File: src/rtl/student_iis_frame_gen.sv
// student_iis_frame_gen: I2S codec clock/frame generator with FIR latency monitor
module student_iis_frame_gen #(
    parameter int DATA_SIZE  = 16,
    parameter int SLOT_WIDTH = 16,
    parameter int NUM_SLOTS  = 2,
    parameter int BCLK_DIV   = 8,
    parameter int MCLK_DIV   = 2,
    parameter int CNT_W      = 16
) (
    input  logic                          clk_i,
    input  logic                          rst_ni,
    input  logic                          en_i,
    input  logic                          valid_strobe_out_i,
    input  logic                          lat_clr_i,
    output logic                          ac_mclk_o,
    output logic                          ac_bclk_o,
    output logic                          ac_lrclk_o,
    output logic                          bclk_rise_o,
    output logic                          bclk_fall_o,
    output logic                          lrclk_rise_o,
    output logic                          lrclk_fall_o,
    output logic [$clog2(NUM_SLOTS)-1:0]  slot_idx_o,
    output logic [$clog2(SLOT_WIDTH)-1:0] bit_idx_o,
    output logic                          sample_valid_o,
    output logic [CNT_W-1:0]              lat_last_o,
    output logic [CNT_W-1:0]              lat_max_o,
    output logic                          busy_o,
    output logic                          overrun_o
);
    localparam int BW     = $clog2(BCLK_DIV);
    localparam int MW     = $clog2(MCLK_DIV);
    localparam int BIT_W  = $clog2(SLOT_WIDTH);
    localparam int SLOT_W = $clog2(NUM_SLOTS);
    localparam logic [BW-1:0]     BD_LAST   = BW'(BCLK_DIV - 1);
    localparam logic [BW-1:0]     BD_HALF   = BW'(BCLK_DIV / 2);
    localparam logic [MW-1:0]     MD_LAST   = MW'(MCLK_DIV / 2 - 1);
    localparam logic [BIT_W-1:0]  BIT_LAST  = BIT_W'(SLOT_WIDTH - 1);
    localparam logic [SLOT_W-1:0] SLOT_LAST = SLOT_W'(NUM_SLOTS - 1);
    localparam logic [SLOT_W-1:0] SLOT_HALF = SLOT_W'(NUM_SLOTS / 2);

    if (SLOT_WIDTH < DATA_SIZE || NUM_SLOTS < 2 || NUM_SLOTS % 2 != 0 || BCLK_DIV < 2 ||
        BCLK_DIV % 2 != 0 || MCLK_DIV < 2 || MCLK_DIV % 2 != 0) begin : g_bad_params
        $error("student_iis_frame_gen: illegal parameter set");
    end

    logic              run_q, step, bwrap, mwrap, mclk_n, lr_n, done;
    logic [BW-1:0]     bdiv_q, bdiv_n;
    logic [MW-1:0]     mdiv_q, mdiv_n;
    logic [BIT_W-1:0]  bit_n;
    logic [SLOT_W-1:0] slot_n, nxt_slot;
    logic [CNT_W-1:0]  cnt_q, lat_n;

    assign done  = en_i && busy_o && valid_strobe_out_i;
    assign lat_n = &cnt_q ? cnt_q : cnt_q + 1'b1;

    // next divider/bit/slot position; first enabled cycle starts from zero without an edge
    always_comb begin
        step     = en_i && run_q;
        bwrap    = bdiv_q == BD_LAST;
        mwrap    = mdiv_q == MD_LAST;
        bdiv_n   = step && !bwrap ? bdiv_q + 1'b1 : '0;
        mdiv_n   = step && !mwrap ? mdiv_q + 1'b1 : '0;
        mclk_n   = en_i && (!run_q || (mwrap ? !ac_mclk_o : ac_mclk_o));
        bit_n    = !step ? '0 : !bwrap ? bit_idx_o : bit_idx_o == BIT_LAST ? '0 : bit_idx_o + 1'b1;
        slot_n   = !step ? '0 : !(bwrap && bit_idx_o == BIT_LAST) ? slot_idx_o :
                   slot_idx_o == SLOT_LAST ? '0 : slot_idx_o + 1'b1;
        nxt_slot = bit_n != BIT_LAST ? slot_n : slot_n == SLOT_LAST ? '0 : slot_n + 1'b1;
        lr_n     = en_i && nxt_slot >= SLOT_HALF;
    end

    // registered codec clocks, edge strobes and frame position (lrclk follows the next bit's slot)
    always_ff @(posedge clk_i or negedge rst_ni) begin
        if (!rst_ni) begin
            run_q          <= 1'b0;
            bdiv_q         <= '0;
            mdiv_q         <= '0;
            bit_idx_o      <= '0;
            slot_idx_o     <= '0;
            ac_mclk_o      <= 1'b0;
            ac_bclk_o      <= 1'b0;
            ac_lrclk_o     <= 1'b0;
            bclk_rise_o    <= 1'b0;
            bclk_fall_o    <= 1'b0;
            lrclk_rise_o   <= 1'b0;
            lrclk_fall_o   <= 1'b0;
            sample_valid_o <= 1'b0;
        end else begin
            run_q          <= en_i;
            bdiv_q         <= bdiv_n;
            mdiv_q         <= mdiv_n;
            bit_idx_o      <= bit_n;
            slot_idx_o     <= slot_n;
            ac_mclk_o      <= mclk_n;
            ac_bclk_o      <= en_i && bdiv_n >= BD_HALF;
            bclk_rise_o    <= en_i && bdiv_n == BD_HALF;
            bclk_fall_o    <= step && bdiv_n == '0;
            ac_lrclk_o     <= lr_n;
            lrclk_rise_o   <= lr_n && !ac_lrclk_o;
            lrclk_fall_o   <= en_i && !lr_n && ac_lrclk_o;
            sample_valid_o <= step && bdiv_n == '0 && bit_n == '0 && slot_n == '0;
        end
    end

    // latency from frame start to FIR result, with overrun detection and clearable statistics
    always_ff @(posedge clk_i or negedge rst_ni) begin
        if (!rst_ni) begin
            cnt_q      <= '0;
            busy_o     <= 1'b0;
            lat_last_o <= '0;
            lat_max_o  <= '0;
            overrun_o  <= 1'b0;
        end else begin
            cnt_q      <= !en_i || sample_valid_o ? '0 : busy_o ? lat_n : cnt_q;
            busy_o     <= en_i && (sample_valid_o || (busy_o && !valid_strobe_out_i));
            lat_last_o <= lat_clr_i ? '0 : done ? lat_n : lat_last_o;
            lat_max_o  <= lat_clr_i ? '0 : done && lat_n > lat_max_o ? lat_n : lat_max_o;
            overrun_o  <= !lat_clr_i && (overrun_o ||
                          (en_i && sample_valid_o && busy_o && !valid_strobe_out_i));
        end
    end
endmodule

File: config.mk
export PLATFORM = sky130hd
export DESIGN_NAME = student_iis_frame_gen
export DESIGN_NICKNAME = d
export VERILOG_FILES = /design/src/rtl/student_iis_frame_gen.sv
export SDC_FILE = /design/constraint.sdc
export NUM_CORES = 1
export LEC_CHECK = 0
export ABC_AREA = 1
export CAP_MARGIN = 40
export CORE_AREA = 2 2 105 107
export CTS_CLUSTER_SIZE = 14
export DETAILED_ROUTE_END_ITERATION = 10
export DIE_AREA = 0 0 107 109
export GPL_TIMING_DRIVEN = 0
export PLACE_DENSITY = 0.55
export SLEW_MARGIN = 15
export SYNTH_ARGS = -nofsm -noshare
export SYNTH_HDL_FRONTEND = slang
export SYNTH_SLANG_ARGS = --single-unit
File: constraint.sdc
create_clock -name clk_i -period 3.4 [get_ports clk_i]
set_input_delay 0.34 -clock clk_i [delete_from_list [all_inputs] [get_ports clk_i]]
set_output_delay 0.34 -clock clk_i [all_outputs]
set_load 0.02 [all_outputs]
# Word level (Yosys, flattened, before mapping)

Index checks and enable logic that the tools add are counted.

Register bits after elaboration: 68
Input port bits: 5
Output and inout port bits: 47
Logic and storage cells: 91

Add/sub/neg operators: 6
$lt $le $gt $ge: 3
Eq/ne operators: 4
Multiplexer cells: 18
Bitwise logic cells: 1
Reductions and logical operators: 41

Operator list:

| kind                                                             | count |
|---|---|
| 16-bit 2-to-1 mux                                                | 7 |
| 1-bit logical AND                                                | 23 |
| 16-bit by 1-bit adder with 16-bit output (second input constant) | 1 |
| 16-bit greater-than comparator                                   | 1 |
| 16-bit AND reduction                                             | 1 |
| 4-bit 2-to-1 mux                                                 | 3 |
| 1-bit zero test                                                  | 8 |
| 1-bit 2-to-1 mux                                                 | 7 |
| 3-bit equality test (second input constant)                      | 2 |
| 2-bit nonzero test                                               | 3 |
| 4-bit by 1-bit adder with 4-bit output (second input constant)   | 1 |
| 4-bit equality test (second input constant)                      | 1 |
| 4-bit zero test                                                  | 1 |
| 1-bit logical OR                                                 | 4 |
| 4-bit inequality test (second input constant)                    | 1 |
| 1-bit adder (second input constant)                              | 3 |
| 3-bit by 1-bit adder with 3-bit output (second input constant)   | 1 |
| 3-bit greater-or-equal comparator (second input constant)        | 1 |
| 3-bit zero test                                                  | 1 |
| 3-bit 2-to-1 mux                                                 | 1 |
| 1-bit greater-or-equal comparator (second input constant)        | 1 |
| 1-bit inverter                                                   | 1 |

# Longest topological paths before layout

Gate-level depths: netlist (run 1).

Depth after elaboration: 12
Gate-level depth with buffers: 23
Depth with buffers taken out: 22

# Least setup slack after synthesis (run 1)

OpenSTA, ideal clock, no wires.

Kind: reg2reg
Start point: register cnt_q[0]
End point: register lat_max_o[10]
Setup time: 65 ps
Data arrival time: 2441 ps
Data required time: 3335 ps
Setup slack: 894 ps
Stages on the path, launching flop included: 18
Buffers on the path: 2
Clock period less this slack: 2506 ps
Cell sequence: dfrtp_1 > ha_1 > nand2_2 > nor2_2 > nand2_2 > inv_2 > nand3_4 > buf_6 > nand2_1 > ha_1 > a21oi_1 > o21ai_0 > a21oi_1 > nand2_1 > nand2_2 > buf_4 > nand3_1 > nand2_1

Word-level cells in the longest chain between the ends: 5
Elaborated cells on any way between the ends: 8
Those cells by class: add/sub (1); order compare (1); mux (3); reduce/logical (3)

Ends and longest elaborated chain:

| element                                                                          | RTL line | text |
|---|---|---|
| start, declared                                                                  | 51       | `logic [CNT_W-1:0] cnt_q, lat_n;` |
| start signal, assigned                                                           | 113      | `cnt_q <= !en_i \|\| sample_valid_o ? '0 : busy_o ? lat_n : cnt_q;` |
| 16-bit by 1-bit adder with 16-bit output or 16-bit AND reduction (tied branches) | 54       | `assign lat_n = &cnt_q ? cnt_q : cnt_q + 1'b1;` |
| 16-bit 2-to-1 mux *                                                              | 54       |  |
| 16-bit greater-than comparator                                                   | 116      | `lat_max_o <= lat_clr_i ? '0 : done && lat_n > lat_max_o ? lat_n : lat_max_o;` |
| 1-bit logical AND                                                                | 116      |  |
| 2-bit nonzero test (no line)                                                     | -        |  |
| end signal, assigned                                                             | 116      |  |
| end, declared                                                                    | 26       | `output logic [CNT_W-1:0] lat_max_o,` |

Mark *: on every way between the ends. The rest lies on a longest branch, timed or not. The select of a mux whose other input is x is not followed.
A chain may end at the register's enable or synchronous reset.

# Worst setup path in the final report (run 1)

Start point: register cnt_q[0]
End point: register lat_max_o[8]

The elaborated chain is that of the path after synthesis.

==> results of run 1 <==
[timing repair]
action	in CTS	in global routing
hold buffers	1	0
gates resized for setup	0	1
buffers inserted	0	0
hold endpoints to repair	30	0
setup endpoints to repair	0	10
[cells in the final DEF, fill, tap and decap left out, drive strengths merged]
cell           instances
clkbuf                14
nor4                   2
xor2                   7
o22ai                  7
conb                   1
bufinv                 2
or2                    2
buf                    8
ha                    20
clkinvlp               2
nand3                 38
nor2                  46
nor3                   3
o21ai                 13
a21o                   1
inv                   67
clkdlybuf4s50         49
o21a                   1
dfrtp                 68
a21oi                 18
nand2                176
nand4                  4
dlygate4sd3            1
clkinv                 2
[worst max path at each step]
stage / from / cells after the start / end
final: cnt_q[0] / 17 / lat_max_o[8]
after global routing: cnt_q[0] / 18 / lat_max_o[5]
after CTS: cnt_q[0] / 17 / lat_max_o[8]
after detailed placement: cnt_q[0] / 18 / lat_max_o[5]
after global placement: rst_ni / 1 / bdiv_q[0]
after floorplan: cnt_q[0] / 17 / lat_max_o[10]
[sequential cells by signal (all words and copies together) (netlist names)]
| signal | flops |
|---|---|
| cnt_q | 16 |
| lat_last_o | 16 |
| lat_max_o | 16 |
| bit_idx_o | 4 |
| bdiv_q | 3 |
| ac_bclk_o | 1 |
| ac_lrclk_o | 1 |
| ac_mclk_o | 1 |
| bclk_fall_o | 1 |
| bclk_rise_o | 1 |
| busy_o | 1 |
| lrclk_fall_o | 1 |
| lrclk_rise_o | 1 |
| mdiv_q | 1 |
| overrun_o | 1 |
| run_q | 1 |
| sample_valid_o | 1 |
| slot_idx_o | 1 |
[worst max-delay path, stage by stage (launching register included)]
cell	delay, ns
dfrtp_1	0.43
ha_1	0.24
nand2_2	0.10
nor2_2	0.12
nand2_2	0.09
inv_2	0.09
nand3_4	0.13
buf_6	0.19
nand2_1	0.09
ha_1	0.24
a21oi_1	0.13
o21ai_0	0.11
a21oi_1	0.33
nand2_1	0.14
nand2_2	0.16
buf_4	0.19
nand3_1	0.08
nand2_1	0.07
[cells by family (layout without fill, tap and decap cells)]
logic type	Yosys count	in the layout
buffers and inverters	77	145
and+or+nand+nor	271	271
xor gates and xnor gates	7	7
other	1	1
adders and majority gates	20	20
DFF	68	68
AOI/OAI and AO/OA	40	40
[through the flow]
stage	worst slack, ns	hold slack, ns	std cells
finish	0.3724	0.3580	692
global route	0.05205	0.3841	692
CTS	0.2083	0.3546	692
detailed placement	0.2482	0.3085	675
global placement	-0.4843	0.4337	674
floorplan	0.8935	0.04441	484
[cell type report]
cell class / instances / area share, %
plain buffers: 9 / 1.261
clock buffers: 11 / 3.247
clock inverters: 5 / 1.798
inverters: 68 / 5.474
multi-input cells: 339 / 36.65
flip-flops and latches: 68 / 36.49
well taps: 140 / 3.756
repair buffers: 52 / 11.32
[layer usage]
metal | wire (um) | part of all wire (%) | GRT usage [%] | up-vias
met5 | 0 | 0 | 0 | -
met4 | 142 | 1.5 | 5.102 | 0
met3 | 498 | 5.4 | 4.842 | 14
met2 | 4369 | 48 | 29.75 | 71
met1 | 4180 | 45 | 20.82 | 1493
li1 | - | - | - | 1631
[power breakdown]
part / internal (uW) / switching, uW
registers: 816 / 5.58
clock network: 454 / 323
logic: 29.1 / 70.8
total: 1300 / 400
==> results.yml, run 1 <==
pwr:
  p_per_area_nw_per_um2: 364.4
  p_leak_uw: 0.002403
  power_uw: 1699
  ir_drop_v: 0.0001996
synthesis:
  synth_top_family_by_area: "simple AND/OR/NAND/NOR gates"
  synth.mux.area_fraction_pct: 0
  yosysWarnings: 0
  synth_edf_count: 0
  ys_types: 32
  yosysTopAreaCell: "dfrtp_1"
  synth_compound_area_share_pct: 6.853
  yosysTopAreaCellShare_pct: 45.68
  synth_fa_ha_area_share_pct: 6.718
  synthMostInstantiatedCell: "nand2_1"
  synth_top_cells_by_area: "dfrtp_1 46%, nand2_1 17%, ha_1 6.7%, inv_1 6.2%, nand3_1 5.0%"
  syn_avg_cell_area_um2: 7.696
  synth_nets: 509
  syn_area_um2: 3725
  async_flop_share_pct: 100.0
  synth-seq-cells: 68
  ys.flop_type: "dfrtp_1"
  seq_area_frac_synth_pct: 45.68
  syn_inst: 484
  synth_xor_area_share_pct: 1.646
  synthSimpleGateAreaFrac_pct: 30.57
  ys_top_cells_by_count: "172 x nand2_1, 68 x dfrtp_1, 62 x inv_1, 44 x nor2_1, 37 x nand3_1"
final_layout:
  fin_area_um2: 4663
  area_growth_pct: 25.19
  layout.filler_cells: 1103
  multi_input_area_um2: 1709
  final_layout_size_suffix_gt1_share_pct: 9.058
  diodes: 0
  final_util_pct: 43.98
  layout.area.seq_um2: 1702
  final_nets: 572
global_route:
  grt-ovfl-total: 0
  antenna_found_initial: 0
  grt_max_degree: 39
  grt_pass1_vias: 3312
  grt_first_pass_wirelength_um: 15470
  grt_util_all_layers_pct: 17.15
routing:
  wl_per_cell_um: 13.28
  drtIter0Drc: 124
  detail-route-antenna-nets: 0
  via_per_inst: 4.637
  vias: 3209
  wl_um: 9190
  drc_errors: 0
  firstDrtPassIters: 4
setup_path:
  r2r_slack_ns: 0.37
  path_max_fanout: 10
  r2r-end: "lat_max_o[8]"
  cp-start-kind: "flop"
  cp.arrival_ns: 3.31
  r2r_cells: 17
  r2r-start: "cnt_q[0]"
  critical_path_class: "reg -> reg"
  critPathCaptureType: "flop"
  critical_path_required_ns: 3.68
timing:
  finalSetupViolCount: 0
  tns_ns: 0
  slew_headroom_pct: 61.75
  clock-skew-final_ns: 0.01131
  hold_violations: 0
  worstMarginPinSlew_ns: 0.5717
  fin_crit_sh_pct: 89.05
  fin_crit_ns: 3.028
  drv_slew: 0
  fmax_mhz: 330.3
  rsz0062_at_grt: "false"
clock_tree:
  htreeDepth: 3
  clkSlewWorstSetupHoldPaths_ns: 0.08
  cts_buffer_depth: 2
  cts-root-buf: "clkbuf_8"
  clk_latency_ns: 0.35
  numClockSinks: 68
  cts_buffers: 9
  cts_tree: "built"
place:
  gp_congestion: 0.8424
  port_buffers: 50
  postPlaceCellArea_um2: 4418
  dpl.hpwl_um: 7200
run_status:
  outcome: "finished clean"
hold_path:
  hold_path_startpoint: "lat_clr_i"
  holdPathEnd: "lat_last_o[14]"
  hold_path_depth: 4
  hold_class: "in -> reg"
floorplanning:
  die_h_um: 109
  coreArea_um2: 10600
  placementRows: 38
  io_pins: 52
  die_w_um: 107
  start_util_pct: 35.13
  die_area_um2: 11660
job:
  cap_viol_max_count: 0
No activity file was read; power rests on OpenSTA's default activity.
==> inputs of run 2 (changes only) <==
--- a/config.mk
+++ b/config.mk
@@ -12,7 +12,7 @@
 export DETAILED_ROUTE_END_ITERATION = 10
 export DIE_AREA = 0 0 107 109
 export GPL_TIMING_DRIVEN = 0
-export PLACE_DENSITY = 0.55
+export PLACE_DENSITY_LB_ADDON = 0.15
 export SLEW_MARGIN = 15
 export SYNTH_ARGS = -nofsm -noshare
 export SYNTH_HDL_FRONTEND = slang
==> run 2 against run 1 <==
Net effect: clock power shrank 11%; sequential share of layout area increased by 0.20 points; highest routed layer unchanged; routed wire length is 0.96% higher; largest cell class unchanged; cell count is the same.
==> results.yml, run 2 (synthesis gave the netlist of run 1 again) <==
floorplanning:
  coreArea_um2: 10600
  die_w_um: 107
  io_pins: 52
  placementRows: 38
  die_area_um2: 11660
  start_util_pct: 35.13
  die_h_um: 109
timing:
  rsz0062_at_grt: "false"
  finalSetupViolCount: 0
  fin_crit_sh_pct: 89.02
  drv_slew: 0
  tns_ns: 0
  slew_headroom_pct: 61.61
  worstMarginPinSlew_ns: 0.5759
  fmax_mhz: 330.4
  fin_crit_ns: 3.027
  hold_violations: 0
  clock-skew-final_ns: 0.002820
global_route:
  grt_busiest_layer: "met2"
  grtUsageMet2_pct: 25.61
  met3_usage_pct: 3.766
  grt_max_degree: 47
  grt_util_all_layers_pct: 17.67
  grt_pass1_vias: 3141
  grt_first_pass_wirelength_um: 15600
  antenna_found_initial: 0
  grt-ovfl-total: 0
  gr-usage-met1_pct: 24.91
routing:
  detail-route-antenna-nets: 0
  wl_um: 9278
  firstDrtPassIters: 4
  vias: 3233
  drtIter0Drc: 175
  via_per_inst: 4.672
  drc_errors: 0
  wl_per_cell_um: 13.41
clock_tree:
  clk_latency_ns: 0.35
  cts_tree: "built"
  clkSlewWorstSetupHoldPaths_ns: 0.07
  numClockSinks: 68
  cts_buffers: 9
  cts_buffer_depth: 2
  cts-root-buf: "clkbuf_8"
  htreeDepth: 3
job:
  cap_viol_max_count: 0
final_layout:
  final_util_pct: 43.75
  final_nets: 572
  final_layout_size_suffix_gt1_share_pct: 8.877
  area_growth_pct: 24.52
  layout.filler_cells: 1059
  layout_commonest_cell: "nand2_1"
  mostFrequentLayoutCells: "172 x nand2_1, 68 x dfrtp_1, 62 x inv_1"
  fin_cells: 692
  biggestRegsByFlops: "cnt_q (16), lat_last_o (16), lat_max_o (16)"
  diodes: 0
  fin_area_um2: 4638
setup_path:
  critical-path-top-delay-family: "simple AND/OR/NAND/NOR gates"
  cp-start-kind: "flop"
  path_cells: "ha_1 > nand2_2 > nor2_2 > nand2_2 > inv_2 > nand3_4 > buf_6 > nand2_1 > ha_1 > a21oi_1 > o21ai_0 > a21oi_1 > nand2_1 > nand2_2 > buf_4 > nand3_1 > nand2_1"
  critPathMaxStageDelay_ns: 0.43
  path_max_fanout: 10
  critical_path_required_ns: 3.69
  cp.arrival_ns: 3.32
  worst-path-buf-inv: 3
  slowest_stage: "dfrtp_1"
  critical_path_class: "reg -> reg"
  critPathCaptureType: "flop"
place:
  dpl.hpwl_um: 7131
  dp.cells: 675
  postPlaceCellArea_um2: 4425
  port_buffers: 50
  gp_congestion: 0.9015
pwr:
  ir_drop_v: 0.0001965
  power_uw: 1610
  seqPwrFrac_pct: 51.1
  p_per_area_nw_per_um2: 347.1
  p_leak_uw: 0.002397
  combPwrFrac_pct: 6.2
  p_int_uw: 1223
  clkPwrFrac_pct: 42.7
  switchingPower_uw: 386.8
  swShare_pct: 24.03
hold_path:
  hold_class: "in -> reg"
run_status:
  outcome: "finished clean"
run 2: cell types whose count changed in the layout (fill, tap and decap cells not counted):
cell	previous run	this run
clkinvlp_4	2	1
bufinv_16	2	1
clkbuf_1	3	4
buf_16	0	1
clkinv_2	0	2
buf_12	1	0
clkinv_4	1	0
run 2: routing by layer:
metal  share of wire (%)  vias up
li1                    -     1644
met1                  49     1476
met2                  43       84
met3                 4.8       29
met4                 3.3        0
met5                   0        -
run 2: cell type report:
| type | instances | area, um^2 | share of cell area [%] |
|---|---|---|---|
| buffer | 9 | 58.81 | 1.268 |
| clock buffer | 12 | 155.1 | 3.345 |
| clock inverter | 4 | 47.55 | 1.025 |
| inverter | 68 | 255.2 | 5.503 |
| multi-input combinational | 339 | 1709 | 36.85 |
| sequential | 68 | 1702 | 36.69 |
| tap | 140 | 175.2 | 3.777 |
| timing repair buffer | 52 | 535.5 | 11.55 |
run 2: path summary, 6_finish.rpt:
kind,end,from,depth (start not counted),slack [ns]
min reg2reg,bdiv_q[0],bdiv_q[0],1,0.45
max,lat_max_o[10],cnt_q[0],17,0.37
max in group asynchronous,lat_max_o[4],rst_ni,3,2.42
min in group asynchronous,cnt_q[14],rst_ni,2,0.44
max reg2reg,lat_max_o[10],cnt_q[0],17,0.37
min,lat_last_o[0],lat_clr_i,4,0.36
run 2: power groups by stage:
stage	clock network, uW	registers [uW]	logic (uW)
5_1_grt	754	823	112
4_1_cts	712	822	103
2_1_floorplan	0	844	43.6
6_report	688	822	99.6
3_3_place_gp	0	838	96.5
3_5_place_dp	0	838	101
run 2: per-stage QoR:
| stage | hold slack, ns | worst slack (ns) |
|---|---|---|
| CTS | 0.3397 | 0.2795 |
| floorplan | 0.04441 | 0.8935 |
| global route | 0.3787 | 0.04773 |
| detailed placement | 0.2824 | 0.3157 |
| global placement | 0.4310 | -0.4595 |
| finish | 0.3561 | 0.3732 |
run 2: repair_timing:
action                     CTS  global route
setup endpoints to repair    0            10
hold endpoints to repair    22             0
resized for setup            0             1
hold buffers                 1             0
setup buffers                0             0
run 2: worst min-delay path: cells and delay by family:
kind,cells,cell delay [ns]
AND/OR/NAND/NOR,3,0.17
buffers and inverters,1,0.16
==> inputs of run 3 (changes only) <==
--- a/config.mk
+++ b/config.mk
@@ -6,7 +6,7 @@
 export NUM_CORES = 1
 export LEC_CHECK = 0
 export ABC_AREA = 1
-export CAP_MARGIN = 40
+export CAP_MARGIN = 20
 export CORE_AREA = 2 2 105 107
 export CTS_CLUSTER_SIZE = 14
 export DETAILED_ROUTE_END_ITERATION = 10
==> constraint.sdc (replaced) <==
create_clock -name clk_i -period 3.6 [get_ports clk_i]
set_input_delay 0.36 -clock clk_i [delete_from_list [all_inputs] [get_ports clk_i]]
set_output_delay 0.36 -clock clk_i [all_outputs]
set_load 0.02 [all_outputs]
==> run 3 against run 2 <==
Net effect: sequential share of layout area barely moved; maximum frequency is 1.6% lower; hold slack gained 0.0070 ns; largest cell class unchanged; total power fell by 5.4%; register-to-register slack better by 0.15 ns; combinational power fell by 5.2%.
==> results.yml, run 3 (synthesis gave the netlist of run 1 again) <==
timing:
  hold_slack_ns: 0.3631
  fmax_mhz: 325.2
  worstMarginPinSlew_ns: 0.5595
  setup_ws_ns: 0.5245
  slew_headroom_pct: 62.70
  clock-skew-final_ns: 0.01018
  finalSetupViolCount: 0
  rsz0062_at_grt: "false"
  fin_crit_sh_pct: 85.43
  tns_ns: 0
  fin_crit_ns: 3.075
  drv_slew: 0
  hold_violations: 0
floorplanning:
  die_h_um: 109
  die_area_um2: 11660
  start_util_pct: 35.13
  placementRows: 38
  io_pins: 52
  die_w_um: 107
  coreArea_um2: 10600
pwr:
  p_int_uw: 1122
  switchingPower_uw: 400.2
  seqPwrFrac_pct: 51.0
  p_per_area_nw_per_um2: 328.5
  ir_drop_v: 0.0001541
  swShare_pct: 26.29
  clkPwrFrac_pct: 42.8
  p_leak_uw: 0.002387
  combPwrFrac_pct: 6.2
clock_tree:
  clk_latency_ns: 0.36
  htreeDepth: 3
  cts_resized: 0
  cts_tree: "built"
  postCtsSetupBuffers: 0
  numClockSinks: 68
  cts_buffer_depth: 2
  cts_buffers: 9
  clkSlewWorstSetupHoldPaths_ns: 0.08
  cts-root-buf: "clkbuf_8"
final_layout:
  area_growth_pct: 24.42
  mostFrequentLayoutCells: "172 x nand2_1, 68 x dfrtp_1, 62 x inv_1"
  biggestRegsByFlops: "cnt_q (16), lat_last_o (16), lat_max_o (16)"
  final_layout_size_suffix_gt1_share_pct: 9.058
  layout_commonest_cell: "nand2_1"
  final_nets: 572
  diodes: 0
  layout.filler_cells: 1094
  final_util_pct: 43.71
  fin_cells: 692
place:
  port_buffers: 50
  dp.cells: 675
  gp_congestion: 0.9015
  dpl.hpwl_um: 7221
  pre_cts_ws_ns: 0.5212
global_route:
  grt_max_degree: 47
  grt-ovfl-total: 0
  grt_util_all_layers_pct: 18.06
  grt_first_pass_wirelength_um: 15900
  grt_pass1_vias: 3178
  antenna_found_initial: 0
setup_path:
  cp-start-kind: "flop"
  path_max_fanout: 10
  critical_path_required_ns: 3.90
  critical_path_class: "reg -> reg"
  cp.arrival_ns: 3.37
  critPathCaptureType: "flop"
job:
  cap_viol_max_count: 0
routing:
  wl_per_cell_um: 13.64
  vias: 3196
  drtIter0Drc: 169
  detail-route-antenna-nets: 0
  via_per_inst: 4.618
  drc_errors: 0
  wl_um: 9438
  firstDrtPassIters: 4
run_status:
  outcome: "finished clean"
hold_path:
  hold_class: "in -> reg"
## run 3: cell count changes in the layout (fill, tap and decap cells not counted), sizes merged
| cell | previous run | this run |
|---|---|---|
| clkbuf | 15 | 12 |
| clkinvlp | 1 | 3 |
| inv | 67 | 69 |
| clkinv | 3 | 2 |
## run 3: final timing paths
kind,slack [ns],to,depth (start not counted),start
min,0.36,lat_last_o[10],4,lat_clr_i
max,0.52,lat_max_o[10],17,cnt_q[0]
max in group asynchronous,2.61,lat_max_o[4],3,rst_ni
min in group asynchronous,0.45,cnt_q[1],2,rst_ni
min reg2reg,0.45,bdiv_q[0],1,bdiv_q[0]
max reg2reg,0.52,lat_max_o[10],17,cnt_q[0]
## run 3: layout make-up
type | count | area, um^2 | share of cell area [%]
clock buffers | 9 | 123.9 | 2.673
multi-input cells | 339 | 1709 | 36.88
well taps | 140 | 175.2 | 3.780
repair buffers | 52 | 535.5 | 11.56
plain buffers | 9 | 58.81 | 1.269
clock inverters | 7 | 75.07 | 1.620
flip-flops and latches | 68 | 1702 | 36.72
inverters | 68 | 255.2 | 5.508
## run 3: power groups by stage
| stage | clock, uW | sequential [uW] | combinational [uW] |
|---|---|---|---|
| 2_1_floorplan | 0 | 797 | 41.2 |
| 3_3_place_gp | 0 | 792 | 91.2 |
| 3_5_place_dp | 0 | 792 | 95.8 |
| 4_1_cts | 677 | 776 | 97.0 |
| 5_1_grt | 709 | 778 | 107 |
| 6_report | 652 | 776 | 94.4 |
## run 3: stage by stage
step	power, uW	cell area (um^2)
3_3_place_gp	882.9	4400
6_report	1522	4634
4_1_cts	1550	4634
3_5_place_dp	887.7	4425
2_1_floorplan	838.2	3725
5_1_grt	1593	4634
## run 3: worst max-delay path, stage by stage, from the launching register on
cell and delay (ns):
dfrtp_1 0.43, ha_1 0.24, nand2_2 0.10, nor2_2 0.13, nand2_2 0.08, inv_2 0.08, nand2_1 0.07, o21ai_0 0.41
inv_1 0.09, ha_1 0.20, a21oi_1 0.14, o21ai_0 0.10, a21oi_1 0.29, nand2_1 0.11, nand2_2 0.15, buf_4 0.22
nand3_1 0.08, nand2_1 0.09
## run 3: what timing repair did
action,in CTS,in global routing
endpoints found under the setup margin,0,0
hold buffers,1,0
endpoints found under the hold margin,22,0
## run 3: layer usage
layer / share of wire [%] / global-route usage [%] / wire length (um) / vias up
met5: 0 / 0 / 0 / -
met4: 2.2 / 7.885 / 210 / 0
met3: 4.1 / 4.065 / 390 / 19
met2: 43 / 26.48 / 4079 / 63
met1: 50 / 25.56 / 4757 / 1473
li1: - / - / - / 1641
